$ cat src/rtl/sm83_mem_cycle_if.sv
// Bus bundle between the core-side request logic and the SM83 memory cycle sequencer.
// The master modport is the requester side; the slave modport is the sequencer.
interface sm83_mem_cycle_if;
    logic        req;
    logic        we;
    logic [15:0] apin;
    logic [7:0]  wdata;
    logic        hold;
    logic [7:0]  pd_in;
    logic        busy;
    logic        done;
    logic [7:0]  rdata;
    logic [15:0] pa;
    logic [7:0]  pd_out;
    logic        pd_oe;
    logic        rd_n;
    logic        wr_n;
    logic        cs_n;

    modport master (
        output req, we, apin, wdata, hold, pd_in,
        input  busy, done, rdata, pa, pd_out, pd_oe, rd_n, wr_n, cs_n
    );

    modport slave (
        input  req, we, apin, wdata, hold, pd_in,
        output busy, done, rdata, pa, pd_out, pd_oe, rd_n, wr_n, cs_n
    );
endinterface

$ cat src/rtl/sm83_mem_cycle.sv
// SM83 memory bus cycle sequencer: one T1..T4 M-cycle per request, with T3 wait
// extension, external strobe decode and read-data latching.
module sm83_mem_cycle #(
    parameter int MAX_HOLD = 15
) (
    input  logic              clk,
    input  logic              reset,
    sm83_mem_cycle_if.slave   bus
);

    localparam int HW = (MAX_HOLD < 1) ? 1 : $clog2(MAX_HOLD + 1);
    localparam logic [HW-1:0] HOLD_MAX = HW'(MAX_HOLD);

    typedef enum logic [2:0] {
        ST_IDLE = 3'd0,
        ST_T1   = 3'd1,
        ST_T2   = 3'd2,
        ST_T3   = 3'd3,
        ST_T4   = 3'd4
    } state_t;

    // External space excludes the internal high page and the VRAM window.
    function automatic logic is_ext(input logic [15:0] adr);
        return (adr < 16'hFE00) && !((adr >= 16'h8000) && (adr <= 16'h9FFF));
    endfunction

    state_t         state_r;
    state_t         state_s;
    logic           capture_s;
    logic [HW-1:0]  hold_cnt_r;
    logic [HW-1:0]  hold_cnt_s;

    logic [15:0]    cyc_adr_r;
    logic           cyc_we_r;
    logic [7:0]     cyc_wd_r;

    logic [15:0]    adr_s;
    logic           we_s;
    logic [7:0]     wd_s;
    logic           ext_s;
    logic           busy_s;
    logic           done_s;
    logic           cs_n_s;
    logic           rd_n_s;
    logic           wr_n_s;
    logic           pd_oe_s;
    logic           rdata_load_s;

    logic           busy_r;
    logic           done_r;
    logic           cs_n_r;
    logic           rd_n_r;
    logic           wr_n_r;
    logic           pd_oe_r;
    logic [7:0]     rdata_r;

    // Next-state decode and hold counter update.
    always_comb begin
        state_s    = state_r;
        capture_s  = 1'b0;
        hold_cnt_s = hold_cnt_r;
        case (state_r)
            ST_IDLE: begin
                if (bus.req) begin
                    capture_s  = 1'b1;
                    hold_cnt_s = '0;
                    state_s    = ST_T1;
                end else begin
                    state_s    = ST_IDLE;
                end
            end
            ST_T1: state_s = ST_T2;
            ST_T2: state_s = ST_T3;
            ST_T3: begin
                if (!bus.hold || (hold_cnt_r == HOLD_MAX)) begin
                    state_s    = ST_T4;
                end else begin
                    state_s    = ST_T3;
                    hold_cnt_s = hold_cnt_r + HW'(1);
                end
            end
            ST_T4: begin
                if (bus.req) begin
                    capture_s  = 1'b1;
                    hold_cnt_s = '0;
                    state_s    = ST_T1;
                end else begin
                    state_s    = ST_IDLE;
                end
            end
            default: begin
                state_s    = ST_IDLE;
                hold_cnt_s = '0;
            end
        endcase
    end

    // Outputs are precomputed from the next state so they register in step with it.
    always_comb begin
        adr_s   = capture_s ? bus.apin  : cyc_adr_r;
        we_s    = capture_s ? bus.we    : cyc_we_r;
        wd_s    = capture_s ? bus.wdata : cyc_wd_r;
        ext_s   = is_ext(adr_s);
        busy_s  = (state_s != ST_IDLE);
        done_s  = (state_s == ST_T4);
        cs_n_s  = !(busy_s && ext_s);
        rd_n_s  = !((state_s inside {ST_T1, ST_T2, ST_T3}) && !we_s && ext_s);
        wr_n_s  = !((state_s inside {ST_T2, ST_T3}) && we_s && ext_s);
        pd_oe_s = (state_s inside {ST_T2, ST_T3, ST_T4}) && we_s && ext_s;
        rdata_load_s = (state_r == ST_T3) && (state_s == ST_T4) && !cyc_we_r;
    end

    // State, hold counter and captured cycle parameters.
    always_ff @(posedge clk or posedge reset) begin
        if (reset) begin
            state_r    <= ST_IDLE;
            hold_cnt_r <= '0;
            cyc_adr_r  <= 16'h0000;
            cyc_we_r   <= 1'b0;
            cyc_wd_r   <= 8'h00;
        end else begin
            state_r    <= state_s;
            hold_cnt_r <= hold_cnt_s;
            cyc_adr_r  <= adr_s;
            cyc_we_r   <= we_s;
            cyc_wd_r   <= wd_s;
        end
    end

    // Registered strobes and status; async reset drops strobes without a clock.
    always_ff @(posedge clk or posedge reset) begin
        if (reset) begin
            busy_r  <= 1'b0;
            done_r  <= 1'b0;
            cs_n_r  <= 1'b1;
            rd_n_r  <= 1'b1;
            wr_n_r  <= 1'b1;
            pd_oe_r <= 1'b0;
        end else begin
            busy_r  <= busy_s;
            done_r  <= done_s;
            cs_n_r  <= cs_n_s;
            rd_n_r  <= rd_n_s;
            wr_n_r  <= wr_n_s;
            pd_oe_r <= pd_oe_s;
        end
    end

    // Read data is sampled on the clock that leaves T3, whatever the address.
    always_ff @(posedge clk or posedge reset) begin
        if (reset) begin
            rdata_r <= 8'h00;
        end else if (rdata_load_s) begin
            rdata_r <= bus.pd_in;
        end else begin
            rdata_r <= rdata_r;
        end
    end

    assign bus.busy   = busy_r;
    assign bus.done   = done_r;
    assign bus.rdata  = rdata_r;
    assign bus.pa     = cyc_adr_r;
    assign bus.pd_out = cyc_wd_r;
    assign bus.pd_oe  = pd_oe_r;
    assign bus.rd_n   = rd_n_r;
    assign bus.wr_n   = wr_n_r;
    assign bus.cs_n   = cs_n_r;

endmodule

$ cat src/flat_wrapper.sv
// flat-port wrapper written by rule: the top's interface ports become plain ports
module sm83_mem_cycle_flat 
#(
    parameter int MAX_HOLD = 15
)
  (clk, reset, bus_req, bus_we, bus_apin, bus_wdata, bus_hold, bus_pd_in, bus_busy, bus_done, bus_rdata, bus_pa, bus_pd_out, bus_pd_oe, bus_rd_n, bus_wr_n, bus_cs_n);
  sm83_mem_cycle_if bus_i ();
  input  logic clk;
  input  logic reset;
  input wire logic [$bits(bus_i.req)-1:0] bus_req;
  input wire logic [$bits(bus_i.we)-1:0] bus_we;
  input wire logic [$bits(bus_i.apin)-1:0] bus_apin;
  input wire logic [$bits(bus_i.wdata)-1:0] bus_wdata;
  input wire logic [$bits(bus_i.hold)-1:0] bus_hold;
  input wire logic [$bits(bus_i.pd_in)-1:0] bus_pd_in;
  output wire logic [$bits(bus_i.busy)-1:0] bus_busy;
  output wire logic [$bits(bus_i.done)-1:0] bus_done;
  output wire logic [$bits(bus_i.rdata)-1:0] bus_rdata;
  output wire logic [$bits(bus_i.pa)-1:0] bus_pa;
  output wire logic [$bits(bus_i.pd_out)-1:0] bus_pd_out;
  output wire logic [$bits(bus_i.pd_oe)-1:0] bus_pd_oe;
  output wire logic [$bits(bus_i.rd_n)-1:0] bus_rd_n;
  output wire logic [$bits(bus_i.wr_n)-1:0] bus_wr_n;
  output wire logic [$bits(bus_i.cs_n)-1:0] bus_cs_n;
  assign bus_i.req = bus_req;
  assign bus_i.we = bus_we;
  assign bus_i.apin = bus_apin;
  assign bus_i.wdata = bus_wdata;
  assign bus_i.hold = bus_hold;
  assign bus_i.pd_in = bus_pd_in;
  assign bus_busy = bus_i.busy;
  assign bus_done = bus_i.done;
  assign bus_rdata = bus_i.rdata;
  assign bus_pa = bus_i.pa;
  assign bus_pd_out = bus_i.pd_out;
  assign bus_pd_oe = bus_i.pd_oe;
  assign bus_rd_n = bus_i.rd_n;
  assign bus_wr_n = bus_i.wr_n;
  assign bus_cs_n = bus_i.cs_n;
  sm83_mem_cycle #(.MAX_HOLD(MAX_HOLD)) u_core (.clk(clk), .reset(reset), .bus(bus_i));
endmodule
$ cat config.mk
export PLATFORM = sky130hd
export DESIGN_NAME = sm83_mem_cycle_flat
export DESIGN_NICKNAME = d
export VERILOG_FILES = /design/src/rtl/sm83_mem_cycle_if.sv /design/src/rtl/sm83_mem_cycle.sv /design/src/flat_wrapper.sv
export SDC_FILE = /design/constraint.sdc
export NUM_CORES = 1
export LEC_CHECK = 0
export BUFFER_PORTS_ARGS = -buffer_cell sky130_fd_sc_hd__buf_2
export CORE_AREA = 5 5 92 73
export CTS_BUF_LIST = sky130_fd_sc_hd__clkbuf_8
export CTS_CLUSTER_DIAMETER = 80
export DETAILED_ROUTE_END_ITERATION = 8
export DIE_AREA = 0 0 97 78
export PLACE_DENSITY_LB_ADDON = 0.1
export SYNTH_ARGS = -nofsm -noshare
export SYNTH_HDL_FRONTEND = slang
export SYNTH_SLANG_ARGS = --single-unit
export TNS_END_PERCENT = 1
$ cat constraint.sdc
create_clock -name clk -period 2 [get_ports clk]
set_clock_uncertainty 0.15 [all_clocks]
set_input_delay 0 -clock clk [delete_from_list [all_inputs] [get_ports clk]]
set_output_delay 0 -clock clk [all_outputs]
set_load 0.01 [all_outputs]
==> results of run 1 <==
[Yosys cell counts (all sizes together) (2+ instances only)]
cell type,number,share of area (%)
nand2,5,0.98
mux2,32,19
nand4,4,1.3
o22ai,3,0.98
nand3,4,1.0
buf,4,1.4
dfstp,3,4.1
o2bb2ai,2,0.91
inv,3,0.59
mux2i,2,1.0
and2,2,0.85
and3,3,0.98
a32oi,2,0.91
nor3,2,1.1
nor3b,2,0.78
clkbuf,2,0.39
nor2,4,0.78
dfrtp,43,56
[final cells by class]
type | instances | area share, %
Inverter | 3 | 0.383
Clock buffer | 5 | 2.34
Sequential cell | 46 | 39.3
Clock inverter | 3 | 1.36
Tap cell | 78 | 3.32
Timing Repair Buffer | 120 | 28.0
Multi-Input combinational cell | 83 | 25.3
[cell families (layout without fill, tap and decap cells)]
kind of cell,Yosys count,count (layout),synth area share [%]
AOI/OAI and AO/OA,15,15,6.19
xor gates and xnor gates,1,1,0.456
adders and majority gates,1,1,0.651
buffers and inverters,9,131,2.34
DFF,46,46,60.1
muxes,34,34,19.8
and+or+nand+nor,32,32,10.5
[metrics by stage]
stage | area (um^2) | power (mW) | utilization, % | instances
floorplan | 1920 | 2.63 | - | 138
finish | 2940 | 4.04 | 51.7 | 338
detailed placement | 2420 | 3.30 | 42.6 | 290
global route | 2940 | 4.32 | 51.7 | 338
global placement | 2420 | 3.23 | 42.6 | 290
CTS | 2910 | 4.05 | 51.2 | 336
[timing repair]
item,in CTS,in global routing
endpoints found under the hold margin,83,0
setup endpoints to repair,8,9
hold buffers,36,0
setup buffers,2,2
pin swaps,1,1
resized for setup,1,3
[worst max-delay path: stages (launching register included)]
cell     delay (ns)
dfrtp_1        0.38
ha_2           0.22
nand3_2        0.12
a21bo_4        0.26
nor3_4         0.19
buf_6          0.15
mux2_2         0.33
[flip-flops by register name, summed over array words and instances (netlist names), 3 cells and up]
name / cells
u_core.bus.pd_out: 8
u_core.hold_cnt_r: 4
u_core.bus.rdata: 8
u_core.state_r: 3
u_core.bus.pa: 16
[path summary, 6_finish.rpt]
path,from,cells after the start,endpoint,slack (ns)
min in group clk,bus_wdata[1],3,u_core.bus.pd_out[1],0.32
max in group asynchronous,reset,4,u_core.bus.pa[15],1.08
worst min-delay path,reset,4,u_core.bus.rdata[5],0.23
worst max register to register,u_core.hold_cnt_r[1],6,u_core.bus.rdata[2],0.09
worst max-delay path,u_core.hold_cnt_r[1],6,u_core.bus.rdata[2],0.09
worst min register to register,u_core.bus.pa[1],1,u_core.bus.pa[1],0.35
[report_power, final]
part | leakage [nW] | total, mW | internal (mW) | switching (mW)
registers | 0.552 | 1.68 | 1.39 | 0.291
clock network | 0.0579 | 0.671 | 0.368 | 0.303
logic | 0.783 | 1.69 | 0.915 | 0.774
total | 1.39 | 4.04 | 2.67 | 1.37
[routing by layer]
layer / vias to the layer above / GRT usage (%) / share of wire [%]
met5: - / 0 / 0
met4: 0 / 4.63 / 2.2
met3: 13 / 4.21 / 6.5
met2: 53 / 22.2 / 50
met1: 759 / 15.1 / 41
li1: 743 / - / -
==> metrics.yaml, run 1 <==
run_status:
  run_status: "finished clean"
routing:
  drt-pass1-iter-count: 4
  drt-wirelength-per-cell_um: 14.1
  viasPerCell: 4.64
  vias: 1568
  detailedRoute.firstIterationViolations: 40
  detail_route.wirelength_um: 4780
  postRouteAntennaNets: 0
  drcViolationCount: 0
timing:
  timing_max_transition_violations_final: 0
  finalHoldViolCount: 0
  tightest_slew_ns: 0.557
  timing.final.crit_share_pct: 95.7
  slew_headroom_pct: 62.9
  fin_setup_tns_ns: 0
  maxClockFrequency_ghz: 0.523
  post-route-min-period_ns: 1.91
  layout_setup_ws_ns: 0.0862
  fin_hold_ws_ns: 0.233
  setup-violations-final: 0
  setup_repair_after_global_routing_missed_its_margin: "false"
critical_path:
  timing.setup.critical_path_class: "reg -> reg"
  crit_required_ns: 2.03
  worst_setup_path_start_kind: "flip-flop"
  timing.critical_path.arrival_ns: 1.95
  critical_path_peak_fanout: 6
  critPathCaptureType: "flip-flop"
synthesis:
  count_of_state_elements_after_synthesis: 46
  synth_flop_cell: "dfrtp_1"
  post_synth_inst_count: 138
  asyncSetResetFlopFracSynth_pct: 100
  yosys.cell_types.count: 37
  synthesis.yosys.warnings: 0
  syn_area_um2: 1920
  yosysSeqAreaShare_pct: 60.1
  synth.avg_cell_area_um2: 13.9
  synth.net_count: 176
  synth_edf_count: 0
finish:
  nFillCells: 507
  final_common_cell: "buf_2"
  nets: 297
  layout-drive-gt1-share_pct: 53.1
  area_growth_syn_to_layout_pct: 52.8
  multiInputGateArea_um2: 742
  register_area_um2: 1150
  final_cell_mix: "buf_2 (74), dfrtp_1 (43), dlygate4sd3_1 (36)"
  num_antenna_cells: 0
clock_network:
  clk-insertion-delay-late_ns: 0.29
  clkTransAtPathRegs_ns: 0.08
  cts-buffers-inserted: 5
  clk_root_buffer_cell: "clkbuf_8"
  cts_tree: "yes"
  clock_tree.htree_level_count: 2
  cts_max_path_buffers: 2
  clock_sink_count: 46
power_and_ir_drop:
  ir_worst_vdd_v: 0.000527
  power_per_cell_area_nw_per_um2: 1370
  leakagePower_nw: 1.39
die:
  design.core.area_um2: 5680
  fp.dieArea_um2: 7570
  top_level_ports: 75
  die_w_um: 97
  effective_utilization_at_floorplan_pct: 33.9
  rows: 24
  floorplan.die.height_um: 78
run:
  maxCapViolCount: 0
global_route:
  globalRoute.totalOverflow: 0
  grt_pass1_vias: 1706
  largest_net_degree_at_the_start_of_global_routing: 47
  grt_first_pass_wirelength_um: 7940
  antenna_found_initial: 0
  grt_util_all_layers_pct: 12.9
placed_design:
  portBuffers: 74
  place.detailed.hpwl_um: 3330
  pre_cts_slack_ns: -0.0630
  gp_routability_congestion: 0.880
min_path:
  min-delay-path-class: "in -> async"
No activity file was read; power rests on OpenSTA's default activity.
==> run 2: changes to the inputs <==
Settings changed: ABC_AREA set to 1.
==> metrics.yaml, run 2 <==
run_status:
  run_status: "finished clean"  # unchanged
routing:
  drt-wirelength-per-cell_um: 13.0  # was 14.1 um
  drt-pass1-iter-count: 4  # unchanged
  detailedRoute.firstIterationViolations: 58  # was 40
  viasPerCell: 4.30  # was 4.64
  vias: 1611  # was 1568
  detail_route.wirelength_um: 4870  # was 4780 um
  drcViolationCount: 0  # unchanged
  postRouteAntennaNets: 0  # unchanged
die:
  rows: 24  # unchanged
  top_level_ports: 75  # unchanged
  floorplan.die.height_um: 78  # unchanged
  fp.dieArea_um2: 7570  # unchanged
  design.core.area_um2: 5680  # unchanged
  die_w_um: 97  # unchanged
  effective_utilization_at_floorplan_pct: 34.0  # was 33.9%
synthesis:
  yosys.cell_types.count: 24  # was 37
  yosys-top-cells-area: "dfrtp_1 (56%), nand2_1 (8.5%), mux2_4 (7.0%)"  # was dfrtp_1 (56%), mux2_2 (19%), dfstp_2 (4.1%)
  synth.avg_cell_area_um2: 11.0  # was 13.9 um^2
  post-synth-top-area-fraction_pct: 55.7  # was 56.0%
  count_of_state_elements_after_synthesis: 46  # unchanged
  synth.largest_area_cell: "dfrtp_1"  # unchanged
  yosysSeqAreaShare_pct: 59.8  # was 60.1%
  synth_edf_count: 0  # unchanged
  post_synth_inst_count: 176  # was 138
  syn_area_um2: 1930  # was 1920 um^2
  synthMostInstantiatedCell: "nand2_1"  # was dfrtp_1
  synth.top_cells.by_count: "nand2_1 (44), dfrtp_1 (43), nand3_1 (22), inv_1 (13), mux2_4 (9)"  # was dfrtp_1 (43), mux2_2 (32), nand2_1 (5)
  asyncSetResetFlopFracSynth_pct: 100  # unchanged
  synthesis.yosys.warnings: 0  # unchanged
  synth_flop_cell: "dfrtp_1"  # unchanged
  synth.net_count: 214  # was 176
global_route:
  grt_util_all_layers_pct: 13.6  # was 12.9%
  largest_net_degree_at_the_start_of_global_routing: 26  # was 47
  met2_resource_use_gr_pct: 22.1  # was 22.2%
  grt.busiest_layer: "met2"  # unchanged
  grt_pass1_vias: 1701  # was 1706
  globalRoute.totalOverflow: 0  # unchanged
  antenna_found_initial: 0  # unchanged
  grt_first_pass_wirelength_um: 8370  # was 7940 um
  met1_track_utilization_from_global_routing_pct: 17.7  # was 15.1%
  grt_use_met3_pct: 4.30  # was 4.21%
min_path:
  min-delay-path-class: "in -> reg"  # was in -> async
  min_to: "u_core.hold_cnt_r[3]"
  worst_hold_startpoint: "bus_req"
  holdPathStages: 5
timing:
  finalHoldViolCount: 0  # unchanged
  slew_headroom_pct: 68.1  # was 62.9%
  fin_setup_tns_ns: 0  # unchanged
  tightest_slew_ns: 0.477  # was 0.557 ns
  setup-violations-final: 0  # unchanged
  timing.final.crit_share_pct: 96.1  # was 95.7%
  setup_repair_after_global_routing_missed_its_margin: "false"  # unchanged
  post-route-min-period_ns: 1.92  # was 1.91 ns
  timing_max_transition_violations_final: 0  # unchanged
  maxClockFrequency_ghz: 0.520  # was 0.523 GHz
critical_path:
  critPathCaptureType: "flip-flop"  # unchanged
  crit_required_ns: 2.03  # about the same
  timing.setup.critical_path_class: "reg -> reg"  # unchanged
  timing.critical_path.arrival_ns: 1.95  # about the same
  critical_path_peak_fanout: 21  # was 6
  setup_slack_on_the_worst_flop_to_flop_path_ns: 0.08  # was 0.09 ns
  worstReg2RegStart: "u_core.state_r[0]"  # was u_core.hold_cnt_r[1]
  worst_setup_path_start_kind: "flip-flop"  # unchanged
  r2r_end: "u_core.bus.pa[14]"  # was u_core.bus.rdata[2]
  worst-r2r-cell-count: 5  # was 6
clock_network:
  cts_max_path_buffers: 2  # unchanged
  clock_sink_count: 46  # unchanged
  cts.repair_timing.setup_buffer_count: 0  # was 2
  clkTransAtPathRegs_ns: 0.08  # about the same
  clk_root_buffer_cell: "clkbuf_8"  # unchanged
  clk-insertion-delay-late_ns: 0.29  # about the same
  cts-buffers-inserted: 5  # unchanged
  cts_tree: "yes"  # unchanged
  clock_tree.htree_level_count: 2  # unchanged
finish:
  num_antenna_cells: 0  # unchanged
  area_growth_syn_to_layout_pct: 49.7  # was 52.8%
  fin_area_um2: 2890  # was 2940 um^2
  nFillCells: 523  # was 507
  layout-drive-gt1-share_pct: 40.1  # was 53.1%
  final_common_cell: "buf_2"  # unchanged
  largest_register_ffs: 16  # unchanged
  nets: 335  # was 297
  final_cell_mix: "buf_2 (74), nand2_1 (44), dfrtp_1 (43)"  # was buf_2 (74), dfrtp_1 (43), dlygate4sd3_1 (36)
power_and_ir_drop:
  power_per_cell_area_nw_per_um2: 1370  # about the same
  ir_worst_vdd_v: 0.000638  # was 0.000527 V
  leakagePower_nw: 1.52  # was 1.39 nW
run:
  maxCapViolCount: 0  # unchanged
placed_design:
  place.detailed.hpwl_um: 3220  # was 3330 um
  portBuffers: 74  # unchanged
  dpl_cell_area_um2: 2400  # was 2420 um^2
  gp_routability_congestion: 0.677  # was 0.880
==> run 2: cell types whose count changed in the layout (fill, tap and decap cells not counted), sizes merged, moves of 4 or more <==
cell / before / now
buf: 84 / 77
o21ai: 1 / 5
mux2: 32 / 17
inv: 3 / 14
nand2: 5 / 51
nand3: 4 / 23
dlygate4sd3: 36 / 41
==> run 2: layer usage <==
| layer | part of all wire, % | vias up |
|---|---|---|
| li1 | - | 816 |
| met1 | 45 | 748 |
| met2 | 48 | 43 |
| met3 | 6.0 | 4 |
| met4 | 0.66 | 0 |
| met5 | 0 | - |
==> run 2: stage by stage <==
step / worst slack (ns) / power (mW) / hold WS (ns) / utilization [%] / cells
detailed placement: 0.283 / 3.29 / -0.0996 / 42.3 / 327
floorplan: 0.511 / 2.68 / -0.0115 / - / 176
global placement: 0.321 / 3.28 / -0.0941 / 42.3 / 327
finish: 0.0780 / 3.95 / 0.0856 / 50.9 / 375
global route: 0.00457 / 4.28 / 0.124 / 50.9 / 375
CTS: 0.0874 / 3.98 / 0.0880 / 50.9 / 375
==> run 2: final cells by class <==
type / count / area (um^2) / area share, %
inverters: 15 / 56.3 / 1.95
clock inverters: 2 / 10.0 / 0.346
clock buffers: 5 / 68.8 / 2.38
well taps: 78 / 97.6 / 3.38
flip-flops and latches: 46 / 1150 / 39.9
multi-input cells: 111 / 688 / 23.8
repair buffers: 118 / 816 / 28.2
==> run 2: where the power goes <==
part	leakage (nW)	switching (mW)	internal, mW
clock	0.0438	0.299	0.235
combinational	0.916	0.953	0.867
sequential	0.558	0.226	1.37
total	1.52	1.48	2.47
==> run 2: cells by family after synthesis <==
group | synth area share, %
AND/OR/NAND/NOR | 20.8
multiplexers | 11.7
flip-flops | 59.8
buffers and inverters | 4.60
adder cells (fa/ha/maj) | 0.648
AO/OA/AOI/OAI | 2.53
==> run 2: timing repair <==
action / in CTS / in global routing
endpoints found under the hold margin: 86 / 0
hold buffers: 41 / 0
gates resized for setup: 0 / 0
==> run 2: worst max-delay path: stages, from the launching register on <==
cell and delay [ns]:
dfrtp_1 0.43, nor2_4 0.13, nand2_2 0.28, nand2_2 0.20, nand2_2 0.07, dlygate4sd3_1 0.56
==> run 2: worst max path at each step <==
stage,start,end,cells after the start
6_report,u_core.state_r[0],u_core.bus.pa[14],5
5_1_grt,u_core.state_r[0],u_core.bus.pa[14],5
4_1_cts,u_core.state_r[0],u_core.bus.pa[14],5
3_5_place_dp,u_core.state_r[0],u_core.bus.pd_oe,8
3_3_place_gp,u_core.state_r[0],u_core.bus.pd_out[4],4
2_1_floorplan,u_core.state_r[0],u_core.bus.pa[2],5
==> run 3: changes to the inputs <==
Settings changed: CELL_PAD_IN_SITES_DETAIL_PLACEMENT set to 0, CELL_PAD_IN_SITES_GLOBAL_PLACEMENT set to 1.
Clock period 2 ns to 2.3 ns, I/O delays scaled along.
==> metrics.yaml, run 3 (synthesis results as in run 2) <==
power_and_ir_drop:
  power_per_cell_area_nw_per_um2: 1170  # was 1370 nW/um^2
  ir_worst_vdd_v: 0.000519  # was 0.000638 V
  leakagePower_nw: 1.50  # was 1.52 nW
die:
  top_level_ports: 75  # unchanged
  design.core.area_um2: 5680  # unchanged
  floorplan.die.height_um: 78  # unchanged
  effective_utilization_at_floorplan_pct: 34.0  # unchanged
  fp.dieArea_um2: 7570  # unchanged
  rows: 24  # unchanged
  die_w_um: 97  # unchanged
routing:
  postRouteAntennaNets: 0  # unchanged
  drt-pass1-iter-count: 4  # unchanged
  detailedRoute.firstIterationViolations: 46  # was 58
  drcViolationCount: 0  # unchanged
  vias: 1586  # was 1611
  detail_route.wirelength_um: 4750  # was 4870 um
  viasPerCell: 4.23  # was 4.30
  drt-wirelength-per-cell_um: 12.7  # was 13.0 um
clock_network:
  clock_tree.htree_level_count: 2  # unchanged
  cts_tree: "yes"  # unchanged
  clock_sink_count: 46  # unchanged
  cts_max_path_buffers: 2  # unchanged
  cts-buffers-inserted: 5  # unchanged
  clk-insertion-delay-late_ns: 0.29  # about the same
  clk_root_buffer_cell: "clkbuf_8"  # unchanged
  clkTransAtPathRegs_ns: 0.08  # about the same
  cts.repair_timing.setup_buffer_count: 0  # unchanged
timing:
  tightest_slew_ns: 0.460  # was 0.477 ns
  timing_max_transition_violations_final: 0  # unchanged
  maxClockFrequency_ghz: 0.476  # was 0.520 GHz
  setup_repair_after_global_routing_missed_its_margin: "false"  # unchanged
  setup-violations-final: 0  # unchanged
  finalHoldViolCount: 0  # unchanged
  layout_setup_ws_ns: 0.200  # was 0.0780 ns
  slew_headroom_pct: 69.2  # was 68.1%
  fin_setup_tns_ns: 0  # unchanged
  timing.final.crit_share_pct: 91.3  # was 96.1%
  post-route-min-period_ns: 2.10  # was 1.92 ns
finish:
  largest_register_ffs: 16  # unchanged
  register_area_um2: 1150  # unchanged
  final_cell_mix: "buf_2 (74), nand2_1 (44), dfrtp_1 (43)"  # unchanged
  nFillCells: 544  # was 523
  area_growth_syn_to_layout_pct: 49.3  # was 49.7%
  final_util_pct: 50.8  # was 50.9%
  layout-drive-gt1-share_pct: 39.7  # was 40.1%
  num_antenna_cells: 0  # unchanged
  multiInputGateArea_um2: 688  # unchanged
  nets: 334  # was 335
  final_common_cell: "buf_2"  # unchanged
  fin_area_um2: 2880  # was 2890 um^2
critical_path:
  setup_slack_on_the_worst_flop_to_flop_path_ns: 0.20  # was 0.08 ns
  startpoint: "u_core.state_r[0]"  # unchanged
  timing.setup.critical_path_class: "reg -> reg"  # unchanged
  critPathCaptureType: "flip-flop"  # unchanged
  crit_required_ns: 2.34  # was 2.03 ns
  r2r_end: "u_core.bus.pd_oe"  # was u_core.bus.pa[14]
  critical_path_peak_fanout: 9  # was 21
  worst-r2r-cell-count: 9  # was 5
  worst_setup_path_start_kind: "flip-flop"  # unchanged
  timing.critical_path.arrival_ns: 2.14  # was 1.95 ns
  worstReg2RegStart: "u_core.state_r[0]"  # unchanged
min_path:
  min-delay-path-class: "in -> async"  # was in -> reg
placed_design:
  gp_routability_congestion: 0.717  # was 0.677
  place.detailed.hpwl_um: 3260  # was 3220 um
  portBuffers: 74  # unchanged
  pre_cts_slack_ns: 0.430  # was 0.283 ns
  dpl_cell_area_um2: 2380  # was 2400 um^2
global_route:
  largest_net_degree_at_the_start_of_global_routing: 29  # was 26
  grt_util_all_layers_pct: 13.3  # was 13.6%
  antenna_found_initial: 0  # unchanged
  globalRoute.totalOverflow: 0  # unchanged
  grt_pass1_vias: 1676  # was 1701
  grt_first_pass_wirelength_um: 8190  # was 8370 um
run_status:
  run_status: "finished clean"  # unchanged
run:
  maxCapViolCount: 0  # unchanged
==> run 3: per-stage QoR <==
step / cells / hold WS (ns) / total power [mW]
final: 375 / 0.0764 / 3.37
after global routing: 375 / 0.0927 / 3.67
after CTS: 375 / 0.0648 / 3.44
after detailed placement: 326 / -0.135 / 2.85
after global placement: 326 / -0.139 / 2.85
after floorplan: 176 / -0.0115 / 2.33
==> run 3: cell type report <==
class	instances	share of cell area, %
Inverter	15	1.95
Sequential cell	46	40.0
Tap cell	78	3.38
Timing Repair Buffer	117	27.6
Clock inverter	2	0.304
Clock buffer	6	2.86
Multi-Input combinational cell	111	23.9
==> run 3: worst max path at each step <==
stage                     slack (ns)                   end  cells after the start
after global routing            0.02      u_core.bus.pd_oe                      9
after CTS                       0.17      u_core.bus.pd_oe                      9
after detailed placement        0.43  u_core.bus.pd_out[2]                      4
after global placement          0.47  u_core.bus.pd_out[3]                      4
final                           0.20      u_core.bus.pd_oe                      9
after floorplan                 0.81      u_core.bus.pa[2]                      5
==> run 3: repair_timing <==
action	CTS	global route
hold endpoints to repair	59	0
gates resized for setup	0	0
hold buffers	41	0
==> run 3: power breakdown <==
group          total [mW]  switching, mW  internal, mW
registers            1.38          0.191          1.19
clock network       0.496          0.258         0.238
logic                1.50          0.810         0.688
total                3.37           1.26          2.12
==> run 3: worst max-delay path, cell delays in order (launching register included) <==
cell	delay, ns
dfrtp_1	0.42
nor2_4	0.22
nand3_1	0.14
dlygate4sd3_1	0.60
nand2_2	0.08
nand2_1	0.05
nor2_1	0.12
nand2_2	0.09
nand2_1	0.08
nor2_2	0.03
==> run 3: routing by layer <==
metal | routed length, um | part of all wire, % | vias up | GRT usage [%]
li1 | - | - | 810 | -
met1 | 2240 | 47 | 732 | 17.7
met2 | 2180 | 46 | 42 | 20.7
met3 | 309 | 6.5 | 2 | 4.66
met4 | 23 | 0.48 | 0 | 3.79
met5 | 0 | 0 | - | 0
